File: config.mk
export PLATFORM = sky130hd
export DESIGN_NAME = mips_prog_loader
export DESIGN_NICKNAME = d
export VERILOG_FILES = /design/src/rtl/mips_prog_loader.sv
export SDC_FILE = /design/constraint.sdc
export NUM_CORES = 1
export LEC_CHECK = 0
export BUFFER_PORTS_ARGS = -buffer_cell sky130_fd_sc_hd__buf_2
export CAP_MARGIN = 20
export CELL_PAD_IN_SITES_DETAIL_PLACEMENT = 2
export CELL_PAD_IN_SITES_GLOBAL_PLACEMENT = 2
export CORE_UTILIZATION = 40
export CTS_CLUSTER_DIAMETER = 100
export DETAILED_ROUTE_END_ITERATION = 6
export PLACE_DENSITY_LB_ADDON = 0.1
export SYNTH_ARGS = -nofsm -noshare
export SYNTH_HDL_FRONTEND = slang
export SYNTH_SLANG_ARGS = --single-unit
File: constraint.sdc
create_clock -name clk -period 5.38 [get_ports clk]
set_input_delay 1.076 -clock clk [delete_from_list [all_inputs] [get_ports clk]]
set_output_delay 1.076 -clock clk [all_outputs]
set_load 0.01 [all_outputs]
File: src/rtl/mips_prog_loader.sv
// Program loader for the MIPS32 pipeline's instruction/data memory.
// Accepts a framed byte stream (sync 0xA5, start address, word count, big-endian
// data words, XOR checksum), writes each assembled word to consecutive addresses
// and releases the processor via cpu_run only after the checksum matches.
// Optional feature: define LOADER_TIMEOUT_EN to abort a frame after TIMEOUT_CYC
// cycles without an accepted byte.
module mips_prog_loader #(
    parameter int unsigned ADDR_W      = 10,
    parameter int unsigned TIMEOUT_CYC = 65535
) (
    input  logic              clk,
    input  logic              rst_n,
    input  logic              in_valid,
    input  logic [7:0]        in_data,
    output logic              in_ready,
    output logic              mem_we,
    output logic [ADDR_W-1:0] mem_addr,
    output logic [31:0]       mem_wdata,
    output logic              busy,
    output logic              done,
    output logic              err,
    output logic              cpu_run
);

    typedef enum logic [2:0] {
        StIdle,
        StAddrHi,
        StAddrLo,
        StCntHi,
        StCntLo,
        StData,
        StChk,
        StRun
    } state_e;

    localparam logic [7:0] SyncByte = 8'hA5;

    state_e            state_q, state_d;
    logic [7:0]        hi_q, hi_d;        // high byte of the 16-bit header field in flight
    logic [ADDR_W-1:0] addr_q, addr_d;
    logic [15:0]       cnt_q, cnt_d;
    logic [1:0]        idx_q, idx_d;
    logic [23:0]       asm_q, asm_d;      // first three bytes of the word being assembled
    logic [7:0]        acc_q, acc_d;
    logic              mem_we_q, mem_we_d;
    logic [ADDR_W-1:0] mem_addr_q, mem_addr_d;
    logic [31:0]       mem_wdata_q, mem_wdata_d;
    logic              done_q, done_d;
    logic              err_q, err_d;
    logic [15:0]       hdr_word;
    logic              timeout_hit;

    assign in_ready  = 1'b1;
    assign busy      = (state_q != StIdle) && (state_q != StRun);
    assign cpu_run   = (state_q == StRun);
    assign mem_we    = mem_we_q;
    assign mem_addr  = mem_addr_q;
    assign mem_wdata = mem_wdata_q;
    assign done      = done_q;
    assign err       = err_q;

`ifdef LOADER_TIMEOUT_EN
    logic [31:0] to_q, to_d;

    // Inter-byte idle counter: runs only mid-frame, cleared by any accepted byte.
    always_comb begin
        to_d        = '0;
        timeout_hit = 1'b0;
        if (busy && !in_valid) begin
            if (to_q == TIMEOUT_CYC - 1) begin
                timeout_hit = 1'b1;
            end else begin
                to_d = to_q + 32'd1;
            end
        end
    end

    // Idle counter register.
    always_ff @(posedge clk or negedge rst_n) begin
        if (!rst_n) begin
            to_q <= '0;
        end else begin
            to_q <= to_d;
        end
    end
`else
    // Never fires; the parameter stays referenced so both builds share one parameter list.
    assign timeout_hit = 1'b0 && (TIMEOUT_CYC != 0);
`endif

    // Frame parser: next state, word assembly, checksum and write strobe.
    always_comb begin
        state_d     = state_q;
        hi_d        = hi_q;
        addr_d      = addr_q;
        cnt_d       = cnt_q;
        idx_d       = idx_q;
        asm_d       = asm_q;
        acc_d       = acc_q;
        mem_we_d    = 1'b0;
        mem_addr_d  = mem_addr_q;
        mem_wdata_d = mem_wdata_q;
        done_d      = 1'b0;
        err_d       = err_q;
        hdr_word    = {hi_q, in_data};

        if (in_valid) begin
            case (state_q)
                StIdle, StRun: begin
                    if (in_data == SyncByte) begin
                        state_d = StAddrHi;
                        err_d   = 1'b0;
                        acc_d   = '0;
                    end
                end
                StAddrHi: begin
                    hi_d    = in_data;
                    state_d = StAddrLo;
                end
                StAddrLo: begin
                    addr_d  = hdr_word[ADDR_W-1:0];
                    state_d = StCntHi;
                end
                StCntHi: begin
                    hi_d    = in_data;
                    state_d = StCntLo;
                end
                StCntLo: begin
                    cnt_d   = hdr_word;
                    idx_d   = 2'd0;
                    state_d = (hdr_word == 16'd0) ? StChk : StData;
                end
                StData: begin
                    asm_d = {asm_q[15:0], in_data};
                    acc_d = acc_q ^ in_data;
                    idx_d = idx_q + 2'd1;
                    if (idx_q == 2'd3) begin
                        mem_we_d    = 1'b1;
                        mem_addr_d  = addr_q;
                        mem_wdata_d = {asm_q, in_data};
                        addr_d      = addr_q + ADDR_W'(1);
                        cnt_d       = cnt_q - 16'd1;
                        if (cnt_q == 16'd1) begin
                            state_d = StChk;
                        end
                    end
                end
                StChk: begin
                    if (in_data == acc_q) begin
                        state_d = StRun;
                        done_d  = 1'b1;
                    end else begin
                        state_d = StIdle;
                        err_d   = 1'b1;
                    end
                end
                default: state_d = StIdle;
            endcase
        end

        if (timeout_hit) begin
            state_d = StIdle;
            err_d   = 1'b1;
        end
    end

    // State and datapath registers.
    always_ff @(posedge clk or negedge rst_n) begin
        if (!rst_n) begin
            state_q     <= StIdle;
            hi_q        <= '0;
            addr_q      <= '0;
            cnt_q       <= '0;
            idx_q       <= '0;
            asm_q       <= '0;
            acc_q       <= '0;
            mem_we_q    <= 1'b0;
            mem_addr_q  <= '0;
            mem_wdata_q <= '0;
            done_q      <= 1'b0;
            err_q       <= 1'b0;
        end else begin
            state_q     <= state_d;
            hi_q        <= hi_d;
            addr_q      <= addr_d;
            cnt_q       <= cnt_d;
            idx_q       <= idx_d;
            asm_q       <= asm_d;
            acc_q       <= acc_d;
            mem_we_q    <= mem_we_d;
            mem_addr_q  <= mem_addr_d;
            mem_wdata_q <= mem_wdata_d;
            done_q      <= done_d;
            err_q       <= err_d;
        end
    end

endmodule
Word-level counts from Yosys, hierarchy flattened
Cells that the tools add are included.
{"block": "word_totals", "register_bits": 116, "out_inout_bits": 48, "wordCells": 73}
{"block": "op_classes", "addsub": 3, "n_eq_ne": 16, "n_mux": 22, "n_bitwise": 1, "n_reduce_logical": 19}
{"cell": "16-bit case mux with 2 select lines", "count": 1}
{"cell": "3-bit case mux with 7 select lines", "count": 1}
{"cell": "10-bit case mux with 2 select lines", "count": 1}
{"cell": "16-bit by 1-bit equality test with 1-bit output, second input constant", "count": 1}
{"cell": "16-bit logical NOT", "count": 1}
{"cell": "16-bit two-way mux", "count": 1}
{"cell": "8-bit case mux with 2 select lines", "count": 1}
{"cell": "16-bit by 1-bit subtractor with 16-bit output, second input constant", "count": 1}
{"cell": "3-bit equality test, second input constant", "count": 4}
{"cell": "3-bit two-way mux", "count": 4}
{"cell": "3-bit AND reduction", "count": 4}
{"cell": "10-bit by 1-bit adder with 10-bit output, second input constant", "count": 1}
{"cell": "10-bit two-way mux", "count": 1}
{"cell": "8-bit equality test", "count": 1}
{"cell": "8-bit equality test, second input constant", "count": 1}
{"cell": "1-bit two-way mux", "count": 8}
{"cell": "8-bit two-way mux", "count": 1}
{"cell": "2-bit != test, second input constant", "count": 4}
{"cell": "4-bit AND reduction", "count": 2}
{"cell": "2-bit nonzero test", "count": 4}
{"cell": "8-bit bitwise XOR", "count": 1}
{"cell": "3-bit by 2-bit equality test with 1-bit output, second input constant", "count": 2}
{"cell": "2-bit AND reduction", "count": 3}
{"cell": "2-bit case mux with 2 select lines", "count": 1}
{"cell": "other kinds (10)", "count": 11}

Longest topological paths before layout
Gate-level depths: netlist of run 1.
{"block": "depth", "word_depth": 4, "depth_mapped": 8, "depth_no_buf": 6}

Worst setup path before layout of run 1
Ideal clock, no wire load.
{"block": "synth_path", "path_type": "input-to-reg", "startpoint": "input port in_data[1]", "endpoint": "register err_q (netlist: err)", "arrival_ps": 2492, "setup_slack_ps": 2819, "path_stages": 6, "path_cell_list": "buf_6 -> or4_4 -> o22ai_4 -> nand2_2 -> or4_1 -> nand3_1"}
{"block": "synth_between", "elab_chain_len": 3, "elab_cells_between_ends": 5, "cone_classes": "4 x eq/ne; 1 x reduce/logical"}
{"element": "from (decl)", "line_no": "14", "text": "input logic [7:0] in_data,"}
{"element": "8-bit equality test, on equally long branches", "line_no": "149, 110"}
{"element": "2-bit != test (no line)"}
{"element": "4-bit AND reduction (no line) *"}
{"element": "to (signal assigned)", "line_no": "194", "text": "err_q <= err_d;"}
{"element": "to (decl)", "line_no": "49", "text": "logic err_q, err_d;"}
Every way passes the cells marked *; elsewhere a longest branch is shown, timed or not.
A chain may end at the register's enable or synchronous reset.

Worst setup path after layout of run 1
{"block": "layout_path", "startpoint": "register state_q[0]", "endpoint": "register mem_wdata_q[9] (netlist: mem_wdata[9])"}
{"block": "layout_between", "elab_chain_len": 2}
{"element": "from (decl)", "line_no": "38", "text": "state_e state_q, state_d;"}
{"element": "from (signal assigned)", "line_no": "170", "text": "state_q <= StIdle;"}
{"element": "from (signal assigned)", "line_no": "183", "text": "state_q <= state_d;"}
{"element": "3-bit equality test", "line_no": "108", "text": "case (state_q)"}
{"element": "3-bit AND reduction (no line)"}
{"element": "to (signal assigned)", "line_no": "192", "text": "mem_wdata_q <= mem_wdata_d;"}
{"element": "to (decl)", "line_no": "47", "text": "logic [31:0] mem_wdata_q, mem_wdata_d;"}
Every way passes these cells.

==> reports/metrics.cfg, run 1 <==
[clock_tree]
htree_num_levels = 4
cts.sinks = 116
root_buffer = clkbuf_16
clk_latency_ns = 0.41
cts_hold_buf = 0
cts_setup_buffers = 0
cts_resized = 0
cts_buffers = 17
cts_tree = yes
path_clk_slew_ns = 0.05
clock_tree.buffer_depth = 2

[grt]
track_usage = 0.240
gr-total-overflow = 0
grt_pass1_wl_mm = 25.4
grt_max_degree = 74
antenna_found_initial = 0
grt_pass1_vias = 4584

[timing]
timing.fmax_ghz = 0.338
hold_violations = 0
rsz0062_at_grt = no
maxSlewHeadroom = 0.346
slew_viol_final = 0
fin_crit_sh = 0.549
post-route-worst-setup-slack_ns = 2.42
fin_worst_skew_ns = 0.00514
final.min_clock_period_ns = 2.96
finalSetupViolCount = 0
worst_pin_slew_ns = 0.981
tns_ns = 0

[setup_path]
cp.required_ns = 5.67
worstPathCellList = nand3b_1 -> buf_4 -> nor2_1 -> buf_4 -> nand2_1 -> buf_4 -> inv_1 -> mux2_2
endpoint_kind = register
worstPathArrival_ns = 3.25
cpPeakStageDelay_ns = 0.67
cpMaxStageDelayCell = dfrtp_1
critical_path_class = register to register
crit_top_cell = buf_4
critPathLaunchType = register
crit_path_max_fanout = 33

[placement]
place_congestion = 0.772
place_inst = 723
portBuffers = 57
place_hpwl_mm = 9.65
pre_cts_slack_ns = 2.26

[final_layout]
syn_to_final_growth_pct = 19.4
stdcell_count = 754
final_core_util = 0.497
num-fill-cells = 1304
diodes = 0
regArea_mm2 = 0.00290
multi_input_comb_area_mm2 = 0.00221
drive_gt1_frac = 0.261
nets = 585

[drt]
wl_mm = 15.6
drtIter0Drc = 114
antenna_left = 0
wl_per_cell_um = 20.6
num_vias = 4195
routed_via_density = 5.56
drc = 0
drt_pass1_iterations = 4

[floorplanning]
dieArea_mm2 = 0.0138
initial_core_util = 0.416
chipWidth_um = 118
io_pins = 59
core-area_mm2 = 0.0128
num_rows = 41
die_h_um = 118

[synth]
yosysWarnings = 0
synth_ff_type = dfrtp_1
synth_cells = 517
ys_async_sr_fraction = 1.00
synth_seq_cells = 116
synth.distinct_cells = 54
synth_edf_count = 0
synth_top_area_share = 0.544
synth_area_leaders = dfrtp_1 54%, mux2_2 10%, nand2_1 6.8%
yosysTopAreaCell = dfrtp_1
synth.cell_area_mm2 = 0.00534
synth_area_per_cell_um2 = 10.3
synth_fp_nets = 532
ys_seq_area_frac = 0.544

[power_and_ir_drop]
power_leakage_uw = 0.00312
total_power_uw = 3740
power.density_mw_per_mm2 = 586
ir_drop_mv = 0.241

[min_path]
hp-class = register to register

[job]
maxCapViolCount = 0

[run_status]
status = completed

critical path: cells and delay by family, from the launching register on:
kind / cells / cell delay (ns)
mux: 1 / 0.40
buf+inv: 4 / 1.32
flops: 1 / 0.67
simple gates: 3 / 0.42
cell usage in the layout, fill, tap and decap left out, drive strengths merged, types with 3 or more instances in the layout:
master,synthesis,routed
bufinv,0,5
clkbuf,17,22
a31oi,5,5
buf,14,65
o21a,3,3
o21ai,53,53
nor3,5,5
inv,11,11
xnor2,7,7
clkinv,0,4
nand2,98,98
mux2,49,49
o22ai,3,3
ha,4,4
a21oi,25,25
dfrtp,116,116
nor3b,3,3
nor4,8,8
nand4,3,3
nand3,8,8
a22oi,4,4
or4,3,3
nor2,34,34
nand3b,4,4
o22a,6,6
where the power goes:
part           internal [uW]  switching [uW]
combinational            411             564
clock                    866             398
sequential              1180             316
worst paths after layout:
kind,cells after the start,startpoint,slack (ns),to
min in group asynchronous,1,rst_n,0.82,addr_q[2]
setup reg to reg,8,state_q[0],2.42,mem_wdata[9]
hold / removal,2,asm_q[18],0.47,asm_q[18]
max in group asynchronous,2,rst_n,3.46,asm_q[13]
setup / recovery,8,state_q[0],2.42,mem_wdata[9]
hold reg to reg,2,asm_q[18],0.47,asm_q[18]
area by class of cell:
class / count / share of cell area
clock buffers: 22 / 0.0759
clock inverters: 9 / 0.0273
inverters: 11 / 0.00648
multi-input cells: 359 / 0.347
flip-flops and latches: 116 / 0.455
well taps: 172 / 0.0338
repair buffers: 65 / 0.0546
logic make-up after synthesis:
group / synth area share
simple gates: 0.156
xor+xnor: 0.0131
mux: 0.107
other cells: 0.000702
flops: 0.544
compound gates: 0.128
fa+ha+maj: 0.00937
buf+inv: 0.0424
state kept, by name, indices dropped and copies added, names as in the netlist:
register and flops:
acc_q 8, addr_q 10, asm_q 24, cnt_q 16, done 1, err 1
hi_q 8, idx_q 2, mem_addr 10, mem_wdata 32, mem_we 1, state_q 3
routing by layer:
metal | global-route usage | routed length (um)
met1 | 0.299 | 6900
met2 | 0.408 | 7830
met5 | 0 | 0
met4 | 0.0913 | 297
met3 | 0.0484 | 525
per-stage QoR:
step	instance area [um2]	hold slack [ns]
2_1_floorplan	5340	0.442
3_3_place_gp	5720	0.455
3_5_place_dp	5720	0.463
4_1_cts	6380	0.477
5_1_grt	6380	0.518
6_report	6380	0.469
synthesized netlist by cell type, types with 2 or more instances:
library cell,number
o22a_1,6
o22ai_1,2
o21ai_0,52
o211ai_1,2
o2bb2ai_1,2
xnor2_1,7
nor4_2,2
ha_1,4
nand3_1,8
or4_1,2
nor2_1,34
and2_1,2
or2_2,2
or3_1,2
nand4_1,3
buf_6,7
and3_1,2
dfrtp_1,116
a32oi_1,2
clkbuf_1,17
mux2i_1,2
nor3_1,5
a31oi_1,5
nand2_1,97
a22oi_1,4
and4_1,2
mux2_2,49
a211oi_1,2
nor4_1,6
buf_4,3
inv_1,11
o21a_1,3
nor3b_1,3
nand3b_1,4
a21oi_1,25
buf_2,4
Power figures use the tool's default switching activity.
==> run 2, diff against run 1 <==
--- a/config.mk
+++ b/config.mk
@@ -9,7 +9,7 @@
 export CAP_MARGIN = 20
 export CELL_PAD_IN_SITES_DETAIL_PLACEMENT = 2
 export CELL_PAD_IN_SITES_GLOBAL_PLACEMENT = 2
-export CORE_UTILIZATION = 40
+export CORE_UTILIZATION = 38
 export CTS_CLUSTER_DIAMETER = 100
 export DETAILED_ROUTE_END_ITERATION = 6
 export PLACE_DENSITY_LB_ADDON = 0.1
==> constraint.sdc (replaced) <==
create_clock -name clk -period 2.9 [get_ports clk]
set_input_delay 0.58 -clock clk [delete_from_list [all_inputs] [get_ports clk]]
set_output_delay 0.58 -clock clk [all_outputs]
set_load 0.01 [all_outputs]
==> run 2 against run 1 <==
Compared with the run above: clock power grew 83%; design area grew 0.33%; total power grew 85%; cell count grew 0.80%; sequential power grew 85%; largest cell class unchanged; largest power group unchanged.
==> reports/metrics.cfg, run 2 (synthesis gave the netlist of run 1 again) <==
[floorplanning]
num_rows = 42  ; was 41
core-area_mm2 = 0.0135  ; was 0.0128 mm2
io_pins = 59  ; unchanged
initial_core_util = 0.397  ; was 0.416
die_h_um = 121  ; was 118 um
dieArea_mm2 = 0.0145  ; was 0.0138 mm2
chipWidth_um = 121  ; was 118 um

[grt]
grt_pass1_wl_mm = 25.5  ; was 25.4 mm
gr-total-overflow = 0  ; unchanged
antenna_found_initial = 0  ; unchanged
grt_pass1_vias = 4607  ; was 4584
track_usage = 0.233  ; was 0.240
grt_max_degree = 58  ; was 74

[timing]
finalSetupViolCount = 0  ; unchanged
tns_ns = 0  ; unchanged
worst_pin_slew_ns = 0.646  ; was 0.981 ns
fin_crit_sh = 0.829
maxSlewHeadroom = 0.566  ; was 0.346
final.min_clock_period_ns = 2.40
timing.fmax_ghz = 0.416
rsz0062_at_grt = no  ; unchanged
hold_violations = 0  ; unchanged
fin_worst_skew_ns = 0.00737  ; was 0.00514 ns
slew_viol_final = 0  ; unchanged

[drt]
wl_per_cell_um = 20.7  ; was 20.6 um
routed_via_density = 5.48  ; was 5.56
drc = 0  ; unchanged
antenna_left = 0  ; unchanged
wl_mm = 15.7  ; was 15.6 mm
num_vias = 4161  ; was 4195
drtIter0Drc = 179  ; was 114
drt_pass1_iterations = 4  ; unchanged

[run_status]
status = completed  ; unchanged

[setup_path]
worstPathArrival_ns = 1.82  ; was 3.25 ns
r2r_start = state_q[0]  ; unchanged
rr_endpoint = acc_q[3]  ; was mem_wdata[9]
cp.required_ns = 2.32  ; was 5.67 ns
r2r_slack_ns = 0.68  ; was 2.42 ns
critPathLaunchType = register  ; unchanged
reg2reg_depth = 6  ; was 8
critical_path_class = register to output pin  ; was register to register
crit_path_max_fanout = 18  ; was 33
endpoint_kind = output pin  ; was register

[final_layout]
drive_gt1_frac = 0.260  ; was 0.261
syn_to_final_growth_pct = 19.8  ; was 19.4%
diodes = 0  ; unchanged
final_core_util = 0.476  ; was 0.497
layout_common_cells = 116 x dfrtp_1, 97 x nand2_1, 56 x buf_2, 51 x o21ai_0, 49 x mux2_2  ; unchanged
largest_reg_flops = 32  ; unchanged
final_common_cell = dfrtp_1  ; unchanged
nets = 586  ; was 585

[clock_tree]
cts_hold_buf = 0  ; unchanged
path_clk_slew_ns = 0.05  ; about the same
cts_resized = 0  ; unchanged
clk_latency_ns = 0.42  ; was 0.41 ns
htree_num_levels = 4  ; unchanged
cts_tree = yes  ; unchanged
cts.sinks = 116  ; unchanged
cts_setup_buffers = 0  ; unchanged
cts_buffers = 17  ; unchanged
root_buffer = clkbuf_16  ; unchanged
clock_tree.buffer_depth = 2  ; unchanged

[placement]
place_congestion = 0.772  ; unchanged
portBuffers = 57  ; unchanged
place_hpwl_mm = 9.99  ; was 9.65 mm

[min_path]
hp-class = input port to async pin  ; was register to register

[power_and_ir_drop]
ir_drop_mv = 0.543  ; was 0.241 mV
power_leakage_uw = 0.00312  ; about the same
power.density_mw_per_mm2 = 1080  ; was 586 mW/mm2

[job]
maxCapViolCount = 0  ; unchanged

## run 2: changes by cell type in the layout (fill, tap and decap cells not counted)
cell	before	now
clkbuf_1	1	3
clkinv_4	1	0
clkinvlp_4	0	1
buf_12	0	2
clkbuf_8	4	2
clkinv_2	3	4
buf_4	9	8
## run 2: how the worst max path moves through the flow
stage | startpoint | endpoint | depth (start not counted)
global placement | in_data[1] | acc_q[0] | 6
global route | state_q[0] | busy | 4
floorplan | in_data[1] | err | 6
detailed placement | in_data[6] | acc_q[4] | 6
finish | state_q[0] | busy | 4
CTS | state_q[0] | busy | 4
## run 2: stage by stage
step | area (um2) | setup WS [ns] | power, uW | std cells | hold slack, ns
after detailed placement | 5760 | 0.632 | 4590 | 728 | 0.466
after CTS | 6400 | 0.507 | 6980 | 760 | 0.125
final | 6400 | 0.496 | 6900 | 760 | 0.123
after floorplan | 5340 | 0.835 | 3880 | 517 | 0.284
after global routing | 6400 | 0.404 | 7310 | 760 | 0.145
after global placement | 5760 | 0.702 | 4450 | 728 | 0.457
## run 2: final cells by class
type,count,area [um2]
timing repair buffer,66,380
tap,176,220
sequential,116,2900
clock buffer,22,464
inverter,11,41.3
clock inverter,10,178
fill,1439,7060
multi-input combinational,359,2210
## run 2: per-layer routing
metal / wire, um / GRT usage / up-vias
met2: 7620 / 0.386 / 70
met3: 444 / 0.0439 / 26
met5: 0 / 0 / -
li1: - / - / 1905
met4: 260 / 0.0810 / 0
met1: 7410 / 0.306 / 2160
## run 2: power by group
part | switching (uW) | internal [uW] | leakage, uW | total [uW]
registers | 578 | 2190 | 0.00150 | 2770
logic | 1060 | 770 | 0.00130 | 1830
clock network | 744 | 1560 | 0.000314 | 2310
total | 2380 | 4530 | 0.00312 | 6900
## run 2: critical path, cell delays in order, from the launching register on
cell	delay [ns]
dfrtp_1	0.67
nand3_1	0.27
inv_1	0.21
nor2_1	0.09
buf_2	0.16
==> run 3, diff against run 2 <==
--- a/config.mk
+++ b/config.mk
@@ -5,11 +5,12 @@
 export SDC_FILE = /design/constraint.sdc
 export NUM_CORES = 1
 export LEC_CHECK = 0
+export ABC_AREA = 1
 export BUFFER_PORTS_ARGS = -buffer_cell sky130_fd_sc_hd__buf_2
 export CAP_MARGIN = 20
 export CELL_PAD_IN_SITES_DETAIL_PLACEMENT = 2
 export CELL_PAD_IN_SITES_GLOBAL_PLACEMENT = 2
-export CORE_UTILIZATION = 38
+export CORE_UTILIZATION = 31
 export CTS_CLUSTER_DIAMETER = 100
 export DETAILED_ROUTE_END_ITERATION = 6
 export PLACE_DENSITY_LB_ADDON = 0.1
==> constraint.sdc (replaced) <==
create_clock -name clk -period 2.2 [get_ports clk]
set_input_delay 0.44 -clock clk [delete_from_list [all_inputs] [get_ports clk]]
set_output_delay 0.44 -clock clk [all_outputs]
set_load 0.01 [all_outputs]
==> run 3 against run 2 <==
Compared with the run above: critical path depth is the same; worst hold slack better by 0.22 ns; synthesized area increased by 5.6%; sequential share of layout area decreased by 2.4 points; utilization down 9.1 points; flip-flop and latch count is the same; design area rose by 5.5%; cell count increased by 35%; largest cell class unchanged; highest routed layer unchanged.
==> reports/metrics.cfg, run 3 <==
[synth]
synth_area_per_cell_um2 = 7.79  ; was 10.3 um2
synth.cell_area_mm2 = 0.00564  ; was 0.00534 mm2
synth_seq_cells = 116  ; unchanged
synth_fp_nets = 739  ; was 532
synth_most_common_cell = nand2_1  ; was dfrtp_1
synth_area_leaders = dfrtp_1 51%, nand2_1 18%, o21ai_0 4.7%  ; was dfrtp_1 54%, mux2_2 10%, nand2_1 6.8%
yosysWarnings = 0  ; unchanged
yosysTopAreaCell = dfrtp_1  ; unchanged
synth_top_area_share = 0.515  ; was 0.544
ys_async_sr_fraction = 1.00  ; unchanged
synth_cells = 724  ; was 517
synth_ff_type = dfrtp_1  ; unchanged
ys_seq_area_frac = 0.515  ; was 0.544
synth.distinct_cells = 33  ; was 54
synth_commonest_cells = 267 x nand2_1, 116 x dfrtp_1, 65 x nor2_1, 62 x inv_1, 53 x o21ai_0  ; was 116 x dfrtp_1, 97 x nand2_1, 52 x o21ai_0, 49 x mux2_2, 34 x nor2_1
synth_edf_count = 0  ; unchanged

[drt]
routed_via_density = 4.90  ; was 5.48
antenna_left = 0  ; unchanged
drc = 0  ; unchanged
wl_per_cell_um = 17.6  ; was 20.7 um
drt_pass1_iterations = 4  ; unchanged
wl_mm = 18.0  ; was 15.7 mm
num_vias = 5021  ; was 4161
drtIter0Drc = 146  ; was 179

[final_layout]
regArea_mm2 = 0.00290  ; unchanged
drive_gt1_frac = 0.150  ; was 0.260
multi_input_comb_area_mm2 = 0.00230  ; was 0.00221 mm2
diodes = 0  ; unchanged
num-fill-cells = 2067  ; was 1439
final_common_cell = nand2_1  ; was dfrtp_1
nets = 802  ; was 586
largest_reg_flops = 32  ; unchanged
syn_to_final_growth_pct = 19.7  ; was 19.8%
layout_common_cells = 267 x nand2_1, 116 x dfrtp_1, 65 x nor2_1, 62 x inv_1, 56 x buf_2  ; was 116 x dfrtp_1, 97 x nand2_1, 56 x buf_2, 51 x o21ai_0, 49 x mux2_2

[placement]
place_congestion = 0.768  ; was 0.772
pre_cts_slack_ns = 0.358  ; was 0.632 ns
place_hpwl_mm = 13.3  ; was 9.99 mm
portBuffers = 57  ; unchanged

[timing]
maxSlewHeadroom = 0.603  ; was 0.566
fin_worst_skew_ns = 0.00917  ; was 0.00737 ns
finalSetupViolCount = 0  ; unchanged
hold_violations = 0  ; unchanged
tns_ns = 0  ; unchanged
final.min_clock_period_ns = 2.03
rsz0062_at_grt = no  ; unchanged
post-route-worst-setup-slack_ns = 0.169  ; was 0.496 ns
whs_ns = 0.347  ; was 0.123 ns
fin_crit_sh = 0.923
timing.fmax_ghz = 0.492
slew_viol_final = 0  ; unchanged
worst_pin_slew_ns = 0.594  ; was 0.646 ns

[power_and_ir_drop]
total_power_uw = 9060  ; was 6900 uW
power.density_mw_per_mm2 = 1340  ; was 1080 mW/mm2
ir_drop_mv = 0.583  ; was 0.543 mV
power_leakage_uw = 0.00346  ; was 0.00312 uW

[clock_tree]
cts.sinks = 116  ; unchanged
htree_num_levels = 4  ; unchanged
clk_latency_ns = 0.42  ; about the same
cts_setup_buffers = 0  ; unchanged
cts_tree = yes  ; unchanged
path_clk_slew_ns = 0.06  ; was 0.05 ns
root_buffer = clkbuf_16  ; unchanged
clock_tree.buffer_depth = 2  ; unchanged
cts_buffers = 17  ; unchanged
cts_resized = 0  ; unchanged

[setup_path]
worstPathArrival_ns = 1.59  ; was 1.82 ns
critPathLaunchType = register  ; unchanged
crit_path_max_fanout = 7  ; was 18
endpoint_kind = output pin  ; unchanged
critical_path_class = register to output pin  ; unchanged
cp.required_ns = 1.76  ; was 2.32 ns

[grt]
track_usage = 0.211  ; was 0.233
gr-total-overflow = 0  ; unchanged
grt_pass1_wl_mm = 29.6  ; was 25.5 mm
grt_pass1_vias = 5523  ; was 4607
grt_max_degree = 44  ; was 58
antenna_found_initial = 0  ; unchanged

[floorplanning]
initial_core_util = 0.321  ; was 0.397
io_pins = 59  ; unchanged
die_h_um = 137  ; was 121 um
core-area_mm2 = 0.0175  ; was 0.0135 mm2
num_rows = 48  ; was 42
dieArea_mm2 = 0.0187  ; was 0.0145 mm2
chipWidth_um = 137  ; was 121 um

[job]
maxCapViolCount = 0  ; unchanged

[min_path]
hp-class = input port to register  ; was input port to async pin

[run_status]
status = completed  ; unchanged

[run 3: changes by cell type after synthesis, moves of 5 or more]
cell,before,now
a21oi_1,25,18
nand2_1,97,267
o21ai_1,1,23
inv_2,0,5
buf_2,4,9
mux2_2,49,0
o22a_1,6,0
nor4_1,6,0
xnor2_1,7,2
inv_1,11,62
nor2_1,34,65
clkbuf_1,17,5
nand3_1,8,50
[run 3: logic make-up after synthesis]
kind of cell / Yosys count / synth area share
other: 1 / 0.000665
AO/OA/AOI/OAI: 106 / 0.101
adder cells (fa/ha/maj): 4 / 0.00888
flip-flops: 116 / 0.515
buffers and inverters: 94 / 0.0777
AND/OR/NAND/NOR: 397 / 0.288
XOR/XNOR: 6 / 0.00932
[run 3: final timing paths]
path / start / end / slack [ns] / cells after the start
worst min register to register: mem_addr[1] / mem_addr[1] / 0.47 / 2
worst max register to register: state_q[1] / addr_q[5] / 0.39 / 9
min in group asynchronous: rst_n / mem_wdata[27] / 0.53 / 2
worst max-delay path: state_q[0] / busy / 0.17 / 4
max in group asynchronous: rst_n / acc_q[5] / 0.95 / 3
worst min-delay path: in_data[1] / asm_q[1] / 0.35 / 3
[run 3: critical path: stages, from the launching register on]
cell	delay, ns
dfrtp_1	0.49
nand2_1	0.14
o21ai_1	0.29
inv_1	0.10
buf_2	0.15
[run 3: cell type report]
cell class,count,share of cell area
repair buffers,70,0.0649
clock buffers,19,0.0656
multi-input cells,514,0.340
inverters,68,0.0382
well taps,225,0.0417
clock inverters,13,0.0189
flip-flops and latches,116,0.430
[run 3: metal layers]
metal | track usage | wire length [um] | vias to the layer above | share of wire
li1 | - | - | 2410 | -
met3 | 0.0511 | 593 | 13 | 0.033
met4 | 0.0617 | 213 | 0 | 0.012
met1 | 0.274 | 8430 | 2536 | 0.47
met2 | 0.346 | 8770 | 62 | 0.49
met5 | 0 | 0 | - | 0
[run 3: timing repair]
action / in CTS / in global routing
hold buffers: 1 / 0
endpoints found under the setup margin: 0 / 0
endpoints found under the hold margin: 31 / 0
[run 3: power by group]
part,total (uW),switching (uW),leakage [uW],internal (uW)
combinational,2780,1830,0.00173,948
sequential,3620,670,0.00146,2950
clock,2660,1070,0.000270,1590
total,9060,3570,0.00346,5490
[run 3: through the flow]
step,instance area [um2],util,std cells
CTS,6750,0.385,1025
finish,6750,0.385,1025
detailed placement,6170,0.352,992
floorplan,5640,-,724
global placement,6170,0.352,992
global route,6750,0.385,1025
